<file path="src/rtl/nexys_starship_shooter.sv">
// Player-side responder for the four Nexys Starship monsters.
// Echoes presence, handles aim/fire/cooldown/score and game over.
module nexys_starship_shooter #(
    parameter int COOLDOWN_TICKS = 3,
    parameter int SCORE_MAX      = 255
) (
    input  logic       Clk,
    input  logic       Reset,
    input  logic       timer_tick,
    input  logic       play_flag,
    input  logic       BtnU,
    input  logic       BtnD,
    input  logic       BtnL,
    input  logic       BtnR,
    input  logic       BtnC,
    input  logic       top_monster_sm,
    input  logic       btm_monster_sm,
    input  logic       left_monster_sm,
    input  logic       right_monster_sm,
    input  logic       top_gameover,
    input  logic       btm_gameover,
    input  logic       left_gameover,
    input  logic       right_gameover,
    output logic       top_monster_ctrl,
    output logic       btm_monster_ctrl,
    output logic       left_monster_ctrl,
    output logic       right_monster_ctrl,
    output logic       gameover_ctrl,
    output logic [1:0] aim,
    output logic [7:0] score,
    output logic       shot_pulse,
    output logic       hit_pulse,
    output logic       q_Idle,
    output logic       q_Play,
    output logic       q_Over
);

    typedef enum logic [1:0] {
        IDLE = 2'd0,
        PLAY = 2'd1,
        OVER = 2'd2
    } state_t;

    localparam logic [3:0] CD_LOAD = 4'(COOLDOWN_TICKS);
    localparam logic [7:0] S_MAX   = 8'(SCORE_MAX);

    state_t     state;
    state_t     next_state;
    logic [3:0] cooldown;
    logic [3:0] ctrl;
    logic [3:0] sm;
    logic [3:0] kill;
    logic       any_go;
    logic       live;
    logic       fire;
    logic       hit;
    logic       clear;

    // Bit index matches the aim encoding: 0 top, 1 bottom, 2 left, 3 right.
    assign sm     = {right_monster_sm, left_monster_sm,
                     btm_monster_sm, top_monster_sm};
    assign any_go = top_gameover | btm_gameover |
                    left_gameover | right_gameover;
    assign live   = (state == PLAY) && !any_go;
    assign fire   = live && BtnC && (cooldown == 4'd0);
    assign hit    = fire && sm[aim];
    assign kill   = hit ? (4'b0001 << aim) : 4'b0000;
    assign clear  = (state == IDLE) || ((state == OVER) && BtnC);

    always_ff @(posedge Clk) begin
        if (Reset) state <= IDLE;
        else       state <= next_state;
    end

    always_comb begin
        next_state = state;
        unique case (state)
            IDLE:    if (play_flag) next_state = PLAY;
            PLAY:    if (any_go)    next_state = OVER;
            OVER:    if (BtnC)      next_state = IDLE;
            default: next_state = IDLE;
        endcase
    end

    always_comb begin
        q_Idle = (state == IDLE);
        q_Play = (state == PLAY);
        q_Over = (state == OVER);
    end

    always_ff @(posedge Clk) begin
        if (Reset || clear) begin
            ctrl          <= 4'd0;
            gameover_ctrl <= 1'b0;
            aim           <= 2'b00;
            score         <= 8'd0;
            cooldown      <= 4'd0;
            shot_pulse    <= 1'b0;
            hit_pulse     <= 1'b0;
        end else begin
            shot_pulse    <= fire;
            hit_pulse     <= hit;
            ctrl          <= live ? (sm & ~kill) : 4'd0;
            gameover_ctrl <= (state == OVER) || any_go;
            if (fire)
                cooldown <= CD_LOAD;
            else if (timer_tick && cooldown != 4'd0)
                cooldown <= cooldown - 4'd1;
            if (hit && score < S_MAX)
                score <= score + 8'd1;
            // Aim updates after the shot has used the old value.
            if (live) begin
                priority case (1'b1)
                    BtnU:    aim <= 2'b00;
                    BtnD:    aim <= 2'b01;
                    BtnL:    aim <= 2'b10;
                    BtnR:    aim <= 2'b11;
                    default: aim <= aim;
                endcase
            end
        end
    end

    assign top_monster_ctrl   = ctrl[0];
    assign btm_monster_ctrl   = ctrl[1];
    assign left_monster_ctrl  = ctrl[2];
    assign right_monster_ctrl = ctrl[3];

endmodule

</file>
<file path="config.mk">
export PLATFORM = sky130hd
export DESIGN_NAME = nexys_starship_shooter
export DESIGN_NICKNAME = d
export VERILOG_FILES = /design/src/rtl/nexys_starship_shooter.sv
export SDC_FILE = /design/constraint.sdc
export NUM_CORES = 1
export LEC_CHECK = 0
export ABC_AREA = 1
export CAP_MARGIN = 20
export CORE_ASPECT_RATIO = 1.5
export CORE_MARGIN = 2
export CORE_UTILIZATION = 50
export DETAILED_ROUTE_END_ITERATION = 10
export GPL_ROUTABILITY_DRIVEN = 0
export GPL_TIMING_DRIVEN = 0
export HOLD_SLACK_MARGIN = 0.12
export PLACE_DENSITY = 0.84
export SLEW_MARGIN = 0
export SYNTH_ARGS = -nofsm -noshare
export SYNTH_HDL_FRONTEND = slang
export SYNTH_SLANG_ARGS = --single-unit
</file>
<file path="constraint.sdc">
create_clock -name Clk -period 2.13 [get_ports Clk]
set_clock_uncertainty 0.1 [all_clocks]
set_input_delay 0.5325 -clock Clk [delete_from_list [all_inputs] [get_ports Clk]]
set_output_delay 0.5325 -clock Clk [all_outputs]
set_load 0.005 [all_outputs]
</file>
==> impl_summary.txt <==
----------------------------------------------------
[Timing]
  RSZ-0062 raised after global routing ... no
  Final Hold Slack ... 0.380 ns
  Total count of max-transition violations in the final report ... 0
  Fin worst setup slack ... approximately 0.09 ns
  Slew HR ... 76.2%
  Highest Clock Rate ... between 0.4 and 0.5 GHz
  Worst Tran Pin Value ... around 0.35 ns
  Tcrit/Tclk final ... between 90% and 100%
  Hold violation total from the final report ... 0
  Clock period minus worst slack ... 2.04 ns
  Final number of setup-violating endpoints ... 0

[Critical path]
  Kind of launch point of the worst setup path ... flip-flop
  Largest incremental delay on the critical path ... between 0.5 and 0.6 ns
  Critical path capture point type ... output port
  Crit Path Max Fanout ... 6
  Cell with the largest stage delay on the worst path ... clkdlybuf4s50_1
  WP data required ... about 1.5 ns
  Cell-by-cell trace of the critical path ... inv_2 -> nor2_4 -> clkdlybuf4s50_1
  Worst path arrival time ... 1.41 ns
  Class of the most critical setup path ... flip-flop to output port

[Power and ir drop]
  Sequential cell fraction of total power ... 60.4%
  Internal power consumption ... approximately 0.55 mW
  Worst ir drop on vdd ... 0.337 mV
  Part of the power in the clock network ... 27.8%
  Combinational cell fraction of total power ... approximately an eighth
  Power Dens Cells ... around 430 nW/um2
  Sw Ratio ... about a quarter
  Leakage power of the design ... about 0.67 nW
  Switching power summed over all nets ... around 0.17 mW
  Total power consumption of the routed design ... around 0.73 mW

[Placement]
  PortBufs ... 36
  Worst slack at placement ... -0.0455 ns
  Detailed placement HPWL ... roughly 2.3 mm
  Cell count after placement ... roughly 250

[Drt]
  ANT nets after route ... 0
  First drt pass iteration count ... 4
  Via count ... approximately 1400
  Total routed wirelength ... 2.86 mm
  Via count normalized by instance count ... 5.38
  Count of routing violations after the opening detailed-route iteration ... between 40 and 50
  Average wire per cell in the routed design ... roughly 11 um
  DR DRC count ... 0

[Global routing]
  Met1 Track Usage GR ... between 20% and 30%
  Met3 Use GR ... 2.75%
  Number of antenna violations at the first check in global routing ... 0
  Residual overflow from global routing ... 0
  Via count of the first global-routing pass ... approximately 1200
  Pin count of the biggest net entering global routing ... 13
  First-pass GRT wire length ... 4.91 mm
  Global-route met2 utilization ... 38.0%
  Most Crowded Layer GR ... met2
  Global router's overall resource usage ... between 20% and 30%

[Synth]
  Post-Syn Area ... 1260 um2
  Yosys top cell by area ... dfxtp_1
  Number of synthesized register bits ... 23
  Sequential element share of the synthesized area ... between 30% and 40%
  Post-synth net total ... between 200 and 250
  Instance count of the mapped netlist ... between 150 and 200
  Synth cell types ... 23
  Synthesis warning total ... 0
  Cell types with the largest area share after synthesis ... dfxtp_1 36%, nand2_1 16%, nand3_1 7.9%
  Fraction of post-synthesis cell area in the top cell type by area ... between 30% and 40%
  Mean cell area of the mapped netlist ... 6.72 um2

[Flow run]
  Max-cap violation count ... 0

[Clocking]
  Cell chosen for the clock root ... clkbuf_4
  Maximum clock path buffer count ... 2
  Clock network latency to the later pin of the worst-skew pair ... about 0.3 ns
  Clock slew at reported path FFs ... 0.12 ns
  CTS buffer count ... 3
  CTS tree ... done
  Total number of clock tree sinks ... 23
  Count of H-tree levels built during CTS ... 1
  Number of post-CTS setup repair buffers ... 0

[Floorplan]
  Initial core utilization ... 52.2%
  Die Outline Area ... 2950 um2
  Number of rows created at floorplan ... 22
  Core Region ... around 2400 um2
  Width of the die ... roughly 45 um
  Die height ... about 66 um
  Number of top-level pins ... 37

[Hold path]
  Worst hold path class ... flip-flop to flip-flop

[Status]
  Status ... completed

[Cells and area]
  Fillers ... just over 200
  Area growth from synthesis to final layout ... 33.2%
  Area of combinational cells with multiple inputs ... about 700 um2
  Antenna Diode Count ... 0
  Final core area utilization ... 69.5%
  Post-layout nets ... between 200 and 250
  Storage element area ... 463 um2
  Ratio of cells with drive above 1 in the final layout ... roughly a tenth
  Number of non-filler instances in the completed layout ... between 200 and 300

----------------------------------------------------
[worst paths after layout]
| path | start | to | slack (ns) | depth (start not counted) |
|---|---|---|---|---|
| worst min register to register | cooldown[3] | cooldown[3] | 0.38 | 2 |
| worst max register to register | score[0] | score[7] | 0.45 | 7 |
| worst min-delay path | cooldown[3] | cooldown[3] | 0.38 | 2 |
| worst max-delay path | state[0] | q_Play | 0.09 | 3 |
[kinds of logic after synthesis]
group                    count (synthesis)  share of synthesized area [%]
AO/OA/AOI/OAI                           18                           7.62
XOR/XNOR                                 1                          0.693
flip-flops                              23                           36.4
adder cells (fa/ha/maj)                  3                           2.97
AND/OR/NAND/NOR                        116                           44.0
buffers and inverters                   27                           8.32
[cell usage in the layout, fill, tap and decap left out]
cell type | netlist | final
ha_1 | 3 | 3
clkdlybuf4s50_1 | 0 | 36
a21oi_1 | 11 | 11
nor2_2 | 4 | 4
o21ai_0 | 3 | 3
dfxtp_1 | 23 | 21
o21a_1 | 2 | 2
buf_2 | 3 | 3
nand3_4 | 1 | 1
nor3_1 | 5 | 5
dfxtp_2 | 0 | 2
inv_2 | 2 | 2
o21ai_1 | 1 | 1
clkbuf_1 | 0 | 1
nand3_1 | 20 | 20
or2_2 | 1 | 1
xor2_1 | 1 | 1
nand4_1 | 4 | 4
nor2_8 | 1 | 1
nand3_2 | 3 | 3
clkbuf_4 | 0 | 3
inv_1 | 22 | 22
nand2_2 | 1 | 1
a31oi_1 | 1 | 1
nor2_1 | 21 | 21
nor2_4 | 2 | 2
nand2_1 | 53 | 53
[worst max-delay path: cells and delay by family (launching register included)]
| family | cells | cell delay, ns |
|---|---|---|
| buffers and inverters | 2 | 0.59 |
| flip-flops | 1 | 0.40 |
| AND/OR/NAND/NOR | 1 | 0.12 |
[power by group through the flow]
stage / clock network, mW / registers, mW / logic [mW]
detailed placement: 0 / 0.447 / 0.0856
floorplan: 0 / 0.447 / 0.0350
global route: 0.226 / 0.438 / 0.0941
CTS: 0.208 / 0.437 / 0.0859
global placement: 0 / 0.447 / 0.0837
finish: 0.202 / 0.438 / 0.0858
[registers in the layout (all words and copies together), names as in the netlist]
| register | count |
|---|---|
| state | 2 |
| aim | 2 |
| shot_pulse | 1 |
| gameover_ctrl | 1 |
| score | 8 |
| hit_pulse | 1 |
| cooldown | 4 |
| ctrl | 4 |
[final cells by class]
cell class                      count  share of cell area, %
Timing Repair Buffer               36                   21.4
Inverter                           24                   5.35
Tap cell                           24                   1.78
Sequential cell                    23                   27.5
Clock buffer                        4                   1.56
Buffer                              3                  0.892
Multi-Input combinational cell    138                   41.5
[cells in the mapped netlist]
library cell  count
nand3_4           1
nor2_8            1
nand4_1           4
nand2_2           1
o21ai_0           3
inv_2             2
xor2_1            1
o21a_1            2
nand3_1          20
nor2_2            4
nand2_1          53
a21oi_1          11
nor2_1           21
a31oi_1           1
buf_2             3
o21ai_1           1
nor3_1            5
ha_1              3
inv_1            22
or2_2             1
nand3_2           3
nor2_4            2
dfxtp_1          23
[timing repair]
action	in CTS	in global routing
gates resized for setup	0	2
hold buffers	0	0
endpoints found under the setup margin	0	2
[stage by stage]
step | TNS [ns] | area (um2)
after floorplan | 0 | 1260
after global placement | 0 | 1650
after detailed placement | -0.170 | 1650
after CTS | 0 | 1680
after global routing | 0 | 1680
final | 0 | 1680
[metal layers]
layer  wire length [um]  up-vias
li1                   -      682
met1               1140      617
met2               1500       48
met3                155        8
met4                 72        0
met5                  0        -
Note: power is estimated with default switching activity, not from simulation.
